==> src/rtl/multicycle_ctrl_fsm.sv <==
// Multicycle control sequencer for the RV32 base-subset datapath: fetch/decode/execute/memory/writeback
// with a memory req/ready handshake, memory timeout, illegal-opcode halt and a retired-instruction counter.
module multicycle_ctrl_fsm #(
  parameter int CNT_W       = 16,
  parameter int MEM_TIMEOUT = 8
) (
  input  logic             clk,
  input  logic             rst,
  input  logic [31:0]      instruction,
  input  logic             mem_ready,
  input  logic             zero,
  output logic             mem_req,
  output logic             mem_addr_src,
  output logic             mem_read,
  output logic             mem_write,
  output logic             ir_write,
  output logic             pc_write,
  output logic             pc_src,
  output logic [1:0]       alu_op,
  output logic             alu_src,
  output logic             reg_write,
  output logic             mem_to_reg,
  output logic             illegal,
  output logic             timeout,
  output logic [2:0]       state,
  output logic [CNT_W-1:0] retired
);

  localparam logic [2:0] S_FETCH  = 3'd0;
  localparam logic [2:0] S_DECODE = 3'd1;
  localparam logic [2:0] S_EXEC   = 3'd2;
  localparam logic [2:0] S_MEM    = 3'd3;
  localparam logic [2:0] S_WB     = 3'd4;
  localparam logic [2:0] S_HALT   = 3'd5;

  localparam logic [6:0] OP_R     = 7'd51;
  localparam logic [6:0] OP_LOAD  = 7'd3;
  localparam logic [6:0] OP_STORE = 7'd35;
  localparam logic [6:0] OP_BR    = 7'd99;

  // wait_cnt never exceeds MEM_TIMEOUT-1 before the timeout fires
  localparam int              WAIT_W    = (MEM_TIMEOUT > 1) ? $clog2(MEM_TIMEOUT) : 1;
  localparam logic [WAIT_W-1:0] WAIT_LAST = WAIT_W'(MEM_TIMEOUT - 1);

  logic [2:0]        r_state;
  logic [WAIT_W-1:0] r_wait_cnt;
  logic [6:0]        r_op_q;
  logic              r_illegal;
  logic              r_timeout;
  logic [CNT_W-1:0]  r_retired;

  logic [2:0] w_next;
  logic       w_wait_inc;
  logic       w_retire;
  logic       w_set_illegal;
  logic       w_set_timeout;
  logic       w_unused_instr;

  assign w_unused_instr = ^instruction[31:7];

  assign state   = r_state;
  assign illegal = r_illegal;
  assign timeout = r_timeout;
  assign retired = r_retired;

  always_comb begin
    mem_req       = 1'b0;
    mem_addr_src  = 1'b0;
    mem_read      = 1'b0;
    mem_write     = 1'b0;
    ir_write      = 1'b0;
    pc_write      = 1'b0;
    pc_src        = 1'b0;
    alu_op        = 2'd0;
    alu_src       = 1'b0;
    reg_write     = 1'b0;
    mem_to_reg    = 1'b0;
    w_next        = r_state;
    w_wait_inc    = 1'b0;
    w_retire      = 1'b0;
    w_set_illegal = 1'b0;
    w_set_timeout = 1'b0;

    case (r_state)
      S_FETCH: begin
        mem_req  = 1'b1;
        mem_read = 1'b1;
        if (mem_ready) begin
          ir_write = 1'b1;
          pc_write = 1'b1;
          w_next   = S_DECODE;
        end else if (r_wait_cnt == WAIT_LAST) begin
          w_next        = S_HALT;
          w_set_timeout = 1'b1;
        end else begin
          w_wait_inc = 1'b1;
        end
      end

      S_DECODE: begin
        if (instruction[6:0] == OP_R || instruction[6:0] == OP_LOAD ||
            instruction[6:0] == OP_STORE || instruction[6:0] == OP_BR) begin
          w_next = S_EXEC;
        end else begin
          w_next        = S_HALT;
          w_set_illegal = 1'b1;
        end
      end

      S_EXEC: begin
        case (r_op_q)
          OP_R: begin
            alu_op = 2'd2;
            w_next = S_WB;
          end
          OP_LOAD, OP_STORE: begin
            alu_op  = 2'd0;
            alu_src = 1'b1;
            w_next  = S_MEM;
          end
          OP_BR: begin
            alu_op   = 2'd1;
            pc_write = zero;
            pc_src   = 1'b1;
            w_next   = S_FETCH;
            w_retire = 1'b1;
          end
          default: w_next = S_HALT;
        endcase
      end

      S_MEM: begin
        mem_req      = 1'b1;
        mem_addr_src = 1'b1;
        alu_src      = 1'b1;
        mem_read     = (r_op_q == OP_LOAD);
        mem_write    = (r_op_q == OP_STORE);
        if (mem_ready) begin
          if (r_op_q == OP_LOAD) begin
            w_next = S_WB;
          end else begin
            w_next   = S_FETCH;
            w_retire = 1'b1;
          end
        end else if (r_wait_cnt == WAIT_LAST) begin
          w_next        = S_HALT;
          w_set_timeout = 1'b1;
        end else begin
          w_wait_inc = 1'b1;
        end
      end

      S_WB: begin
        reg_write  = 1'b1;
        mem_to_reg = (r_op_q == OP_LOAD);
        w_next     = S_FETCH;
        w_retire   = 1'b1;
      end

      S_HALT: w_next = S_HALT;

      // unused codes fall into HALT
      default: w_next = S_HALT;
    endcase
  end

  always_ff @(posedge clk or posedge rst) begin
    if (rst) begin
      r_state    <= S_FETCH;
      r_wait_cnt <= '0;
      r_op_q     <= '0;
      r_illegal  <= 1'b0;
      r_timeout  <= 1'b0;
      r_retired  <= '0;
    end else begin
      r_state <= w_next;
      if (w_next != r_state) begin
        r_wait_cnt <= '0;
      end else if (w_wait_inc) begin
        r_wait_cnt <= r_wait_cnt + WAIT_W'(1);
      end
      if (r_state == S_DECODE) begin
        r_op_q <= instruction[6:0];
      end
      if (w_set_illegal) begin
        r_illegal <= 1'b1;
      end
      if (w_set_timeout) begin
        r_timeout <= 1'b1;
      end
      if (w_retire) begin
        r_retired <= r_retired + CNT_W'(1);
      end
    end
  end

endmodule

==> config.mk <==
export PLATFORM = sky130hd
export DESIGN_NAME = multicycle_ctrl_fsm
export DESIGN_NICKNAME = d
export VERILOG_FILES = /design/src/rtl/multicycle_ctrl_fsm.sv
export SDC_FILE = /design/constraint.sdc
export NUM_CORES = 1
export LEC_CHECK = 0
export ABC_CLOCK_PERIOD_IN_PS = 3200
export CAP_MARGIN = 0
export CORE_AREA = 2 2 64 66
export CTS_BUF_LIST = sky130_fd_sc_hd__clkbuf_2 sky130_fd_sc_hd__clkbuf_4 sky130_fd_sc_hd__clkbuf_8
export DETAILED_ROUTE_END_ITERATION = 7
export DIE_AREA = 0 0 66 68
export PLACE_DENSITY = 0.89
export SLEW_MARGIN = 30
export SYNTH_ARGS = -nofsm -noshare
export SYNTH_HDL_FRONTEND = slang
export SYNTH_SLANG_ARGS = --single-unit
export TNS_END_PERCENT = 100
==> constraint.sdc <==
create_clock -name clk -period 3.2 [get_ports clk]
set_input_delay 0.32 -clock clk [delete_from_list [all_inputs] [get_ports clk]]
set_output_delay 0.32 -clock clk [all_outputs]
set_load 0.02 [all_outputs]
==> results of run 1 <==
==> flip-flops by register name, indices dropped and copies added (netlist names) <==
| register | cells |
|---|---|
| retired | 16 |
| r_op_q | 7 |
| r_wait_cnt | 3 |
| state | 3 |
| illegal | 1 |
| timeout | 1 |
==> cell usage after synthesis (all sizes together) (3+ instances only) <==
cell | count | area share, %
and3 | 3 | 1.1
buf | 4 | 1.7
nor3 | 9 | 2.6
nand2 | 11 | 2.4
nand3 | 6 | 1.7
nand4bb | 3 | 2.0
inv | 9 | 2.0
or3 | 3 | 1.7
nor2 | 14 | 3.0
ha | 3 | 2.2
nor4 | 3 | 2.0
xnor2 | 12 | 6.1
nor2b | 4 | 1.4
nand4 | 3 | 1.1
clkbuf | 5 | 1.2
dfrtp | 31 | 45
mux2 | 6 | 3.9
xor2 | 6 | 3.0
o21ai | 5 | 2.1
==> placed cells by master (no fill, tap or decap), drive strengths merged, types with 4 or more instances in the layout <==
master         synthesis  layout
nand2                 11      11
nand3                  6       6
inv                    9       9
xor2                   6       6
mux2                   6       6
nor2b                  4       4
xnor2                 12      12
o21ai                  5       5
clkbuf                 5       6
clkdlybuf4s50          0      43
dfrtp                 31      31
nor2                  14      14
nor3                   9       9
==> worst max-delay path by stage <==
stage | endpoint | slack, ps | depth (start not counted)
CTS | mem_write | 510 | 4
detailed placement | pc_write | 730 | 4
global placement | pc_write | 710 | 4
finish | mem_write | 520 | 4
floorplan | pc_write | 950 | 4
global route | pc_write | 390 | 4
==> worst register-to-register path: stages, from the launching register on <==
cell	delay, ps
dfrtp_1	700
nand4bb_1	270
nor4b_4	290
buf_4	200
o2111a_2	270
nand4_1	140
xnor2_1	150
==> kinds of logic after synthesis <==
group | count (synthesis) | synth area share [%]
XOR/XNOR | 18 | 9.10
AO/OA/AOI/OAI | 22 | 9.97
buffers and inverters | 18 | 4.84
multiplexers | 8 | 5.06
flip-flops | 31 | 44.8
AND/OR/NAND/NOR | 68 | 24.1
adder cells (fa/ha/maj) | 3 | 2.17
==> layer usage <==
metal | track usage, % | routed length, um
met1 | 22.8 | 1610
met2 | 28.0 | 1750
met3 | 3.62 | 201
met4 | 6.89 | 36
met5 | 0 | 0
==> final cells by class <==
type | count | area, sq um
Fill cell | 335 | 1590
Timing Repair Buffer | 45 | 445
Tap cell | 50 | 62.6
Multi-Input combinational cell | 119 | 872
Clock buffer | 6 | 76.3
Inverter | 9 | 33.8
Sequential cell | 31 | 776
==> power by group <==
group          total [W]  switching [W]  leakage, nW  internal [W]
combinational  0.0000274      0.0000133        0.559     0.0000141
sequential      0.000392    0.000000100        0.397      0.000392
clock           0.000286       0.000132       0.0406      0.000153
==> through the flow <==
step                      total power [W]  hold slack, ps  cells  worst slack (ps)  utilization, %
after floorplan                  0.000409             424    168               954               -
after global placement           0.000427             440    254               711            56.8
after detailed placement         0.000428             454    254               729            56.8
after CTS                        0.000707             439    260               515            58.8
after global routing             0.000728             479    260               391            58.8
final                            0.000705             419    260               523            58.8
==> flow_summary.toml, run 1 <==
[clock_tree]
cts_setup_buffers = 0
h-tree-depth = 2
clockRootBuffer = "clkbuf_8"
ctsHoldBuffers = 0
numCtsBuffers = 5
cts_tree = "built"
path_clk_slew_ps = 70
cts_resized = 0
cts.sinks = 31
cts.path.max_buffers = 2
clock_latency_ps = 280

[global_route]
antenna_found_initial = 0
grt_pass1_wl_um = 5890
grt_overflow = 0
grt_pass1_vias = 1261
grt.total_usage_pct = 17.3
grt_max_degree = 32

[finish]
synthToLayoutAreaGrowth_pct = 30.9
diodes = 0
layout-drive-gt1-share_pct = 12.4
fin_nets = 250
post-route-cell-area_sq_um = 2270

[yosys]
syn_nets = 207
synth_flop_cell = "dfrtp_1"
synth-edff-count = 0
seq_area_frac_synth_pct = 44.8
syn_inst = 168
synth_area_sq_um = 1730
ys_types = 47
async_reset_ff_share_pct = 100
syn_avg_cell_area_sq_um = 10.3
ys_ff_latch = 31
synth_warnings = 0

[sta]
fin_crit_sh_pct = 83.7
relSlewSlack_pct = 61.5
grt_setup_unrepaired = "false"
fin_setup_tns_ps = 0
skew_ps = 7.69
finalMaxSlewViolations = 0
max_slew.worst_pin.slew_ps = 570
fmax_ghz = 0.374
final-setup-viol-count = 0
hold_viol = 0
fin_crit_ps = 2680

[placement]
postPlaceCellArea_sq_um = 2190
post-dp-hpwl_um = 2620
portBuffers = 43
gp_congestion = 0.837

[pwr]
power_leakage_nw = 0.997
ir_drop_uv = 236
powerDensity_nw_per_um2 = 311

[drt]
drt_pass1_iterations = 4
drc = 0
ant_nets = 0
first_iter_violations = 118
vias = 1407
post_drt_via_cell_ratio = 5.41
wl_per_cell_um = 13.8
wl_um = 3600

[worst_setup_path]
cp.arrival_ps = 2360
reg2reg_from = "state[1]$_DFF_PP0_"
critPathKind = "reg -> out"
worst_path_largest_cell_delay_ps = 600
critPathSlowestCell = "clkdlybuf4s50_1"
required_ps = 2880
worst_setup_path_end_kind = "primary output"
r2r_slack_ps = 1070
rr_worst_depth = 6
critPathTopFamily = "simple AND/OR/NAND/NOR gates"
reg2reg_to = "retired[15]$_DFFE_PP0P_"
critical_path.startpoint = "r_op_q[3]$_DFFE_PP0P_"
critPathLaunchType = "flop"
path_cells = "nand4bb_1, nor3_1, and3_1, clkdlybuf4s50_1"
path_buf_inv = 1
critPathMaxFanout = 10

[floorplan]
boundaryPins = 69
row_count = 23
die_w_um = 66
die-area_sq_um = 4490
coreArea_sq_um = 3860
start_util_pct = 44.9
die_h_um = 68

[job]
drv_cap = 0

[run_status]
status = "finished clean"

[hold_path]
worstHoldPathType = "in -> async"
Note: power is estimated with default switching activity, not from simulation.
==> inputs of run 2 (changes only) <==
--- a/config.mk
+++ b/config.mk
@@ -5,13 +5,13 @@
 export SDC_FILE = /design/constraint.sdc
 export NUM_CORES = 1
 export LEC_CHECK = 0
-export ABC_CLOCK_PERIOD_IN_PS = 3200
+export ABC_CLOCK_PERIOD_IN_PS = 2600
 export CAP_MARGIN = 0
-export CORE_AREA = 2 2 64 66
+export CORE_AREA = 2 2 66 68
 export CTS_BUF_LIST = sky130_fd_sc_hd__clkbuf_2 sky130_fd_sc_hd__clkbuf_4 sky130_fd_sc_hd__clkbuf_8
 export DETAILED_ROUTE_END_ITERATION = 7
-export DIE_AREA = 0 0 66 68
-export PLACE_DENSITY = 0.89
+export DIE_AREA = 0 0 68 70
+export PLACE_DENSITY = 0.84
 export SLEW_MARGIN = 30
 export SYNTH_ARGS = -nofsm -noshare
 export SYNTH_HDL_FRONTEND = slang
==> constraint.sdc (replaced) <==
create_clock -name clk -period 2.6 [get_ports clk]
set_input_delay 0.26 -clock clk [delete_from_list [all_inputs] [get_ports clk]]
set_output_delay 0.26 -clock clk [all_outputs]
set_load 0.02 [all_outputs]
==> run 2 against run 1 <==
Effect of this change: sequential power up 23%; non-clock buffer count up 4; sequential share of layout area is 0.67 points lower; wire length rose by 6.0%; die area up 6.1%; clock skew is 1.1 ps lower; cell count rose by 3.1%; highest routed layer unchanged; sequential cell count stayed put; critical path depth stayed put; core utilization fell by 3.0 points.
==> flow_summary.toml, run 2 (synthesized netlist as in run 1, its figures left out) <==
[pwr]
power_leakage_nw = 1.02
ir_drop_uv = 306
powerDensity_nw_per_um2 = 388

[worst_setup_path]
required_ps = 2340
path_buf_inv = 1
path_cells = "nand4bb_1, nor4b_4, a31o_2, clkdlybuf4s50_1"
worst_setup_path_end_kind = "primary output"
critPathLaunchType = "flop"
critPathMaxFanout = 5
worst_path_largest_cell_delay_ps = 590
critPathSlowestCell = "clkdlybuf4s50_1"
cp.arrival_ps = 2160
critPathKind = "reg -> out"
critPathTopFamily = "simple AND/OR/NAND/NOR gates"

[finish]
fin_nets = 254
synthToLayoutAreaGrowth_pct = 33.5
final_common_cell = "clkdlybuf4s50_1"
fill_cells = 376
multi_input_area_sq_um = 872
fin_cells = 268
largest_reg_flops = 16
layout-drive-gt1-share_pct = 14.8
diodes = 0
seqCellArea_sq_um = 776
layout_common_cells = "clkdlybuf4s50_1, dfrtp_1, nor2_1, xnor2_1, nand2_1"

[sta]
fmax_ghz = 0.413
grt_setup_unrepaired = "false"
max_slew.worst_pin.slew_ps = 482
fin_crit_ps = 2420
finalMaxSlewViolations = 0
finalWorstSetupSlack_ps = 178
fin_setup_tns_ps = 0
skew_ps = 6.55
relSlewSlack_pct = 67.5
hold_viol = 0
final-setup-viol-count = 0
fin_crit_sh_pct = 93.2

[drt]
ant_nets = 0
first_iter_violations = 54
post_drt_via_cell_ratio = 5.27
wl_um = 3810
drt_pass1_iterations = 4
drc = 0
vias = 1412
wl_per_cell_um = 14.2

[placement]
post-dp-hpwl_um = 2840
preCtsSetupSlack_ps = 326
gp_congestion = 0.814
portBuffers = 43
place_inst = 260

[clock_tree]
path_clk_slew_ps = 60
ctsHoldBuffers = 0
cts_resized = 0
cts.path.max_buffers = 2
clock_latency_ps = 280
cts.sinks = 31
h-tree-depth = 2
clockRootBuffer = "clkbuf_8"
cts_tree = "built"
cts_setup_buffers = 0
numCtsBuffers = 5

[global_route]
grt_pass1_wl_um = 6410
antenna_found_initial = 0
grt_pass1_vias = 1424
grt_max_degree = 32
grt.total_usage_pct = 17.4
grt_overflow = 0

[floorplan]
boundaryPins = 69
start_util_pct = 41.8
die_w_um = 68
die-area_sq_um = 4760
row_count = 24
coreArea_sq_um = 4140
die_h_um = 70

[run_status]
status = "finished clean"

[hold_path]
worstHoldPathType = "in -> async"

[job]
drv_cap = 0
-- run 2: through the flow --
step / util, % / power (W) / hold slack [ps] / instance area (sq um)
floorplan: - / 0.000503 / 364 / 1730
global placement: 53.6 / 0.000526 / 449 / 2220
global route: 55.8 / 0.000931 / 420 / 2310
CTS: 55.8 / 0.000906 / 366 / 2310
detailed placement: 53.6 / 0.000526 / 465 / 2220
finish: 55.8 / 0.000897 / 354 / 2310
-- run 2: cell type report --
cell class,instances,area share (%)
multi-input combinational,119,37.7
sequential,31,33.6
timing repair buffer,49,20.6
clock buffer,7,3.63
tap,52,2.82
inverter,9,1.46
clock inverter,1,0.217
-- run 2: power breakdown --
| group | internal, W | switching, W | total, W | leakage (nW) |
|---|---|---|---|---|
| combinational | 0.0000174 | 0.0000165 | 0.0000339 | 0.577 |
| clock | 0.000208 | 0.000172 | 0.000380 | 0.0491 |
| sequential | 0.000483 | 0.000000100 | 0.000483 | 0.397 |
-- run 2: path summary, 6_finish.rpt --
path,startpoint,end,slack (ps),depth (start not counted)
setup / recovery,state[0]$_DFF_PP0_,pc_write,180,4
hold / removal,rst,r_op_q[0]$_DFFE_PP0P_,350,3
setup reg to reg,r_wait_cnt[0]$_DFFE_PP0P_,r_wait_cnt[1]$_DFFE_PP0P_,540,7
hold reg to reg,illegal$_DFFE_PP0P_,illegal$_DFFE_PP0P_,470,1
max in group asynchronous,rst,retired[8]$_DFFE_PP0P_,1970,3
min in group clk,illegal$_DFFE_PP0P_,illegal$_DFFE_PP0P_,470,1
-- run 2: routing by layer --
layer / vias to the layer above / global-route usage (%) / wire length [um]
li1: 687 / - / -
met1: 679 / 22.0 / 1620
met2: 44 / 28.4 / 1920
met3: 2 / 4.67 / 255
met4: 0 / 5.78 / 19
met5: - / 0 / 0
-- run 2: worst reg2reg max path, cell delays in order (launching register included) --
cell and delay [ps]:
dfrtp_1 400, ha_1 220, ha_1 220, or4b_2 630, o21ai_0 110, a22o_1 150, nand3_1 120, nor2_1 150
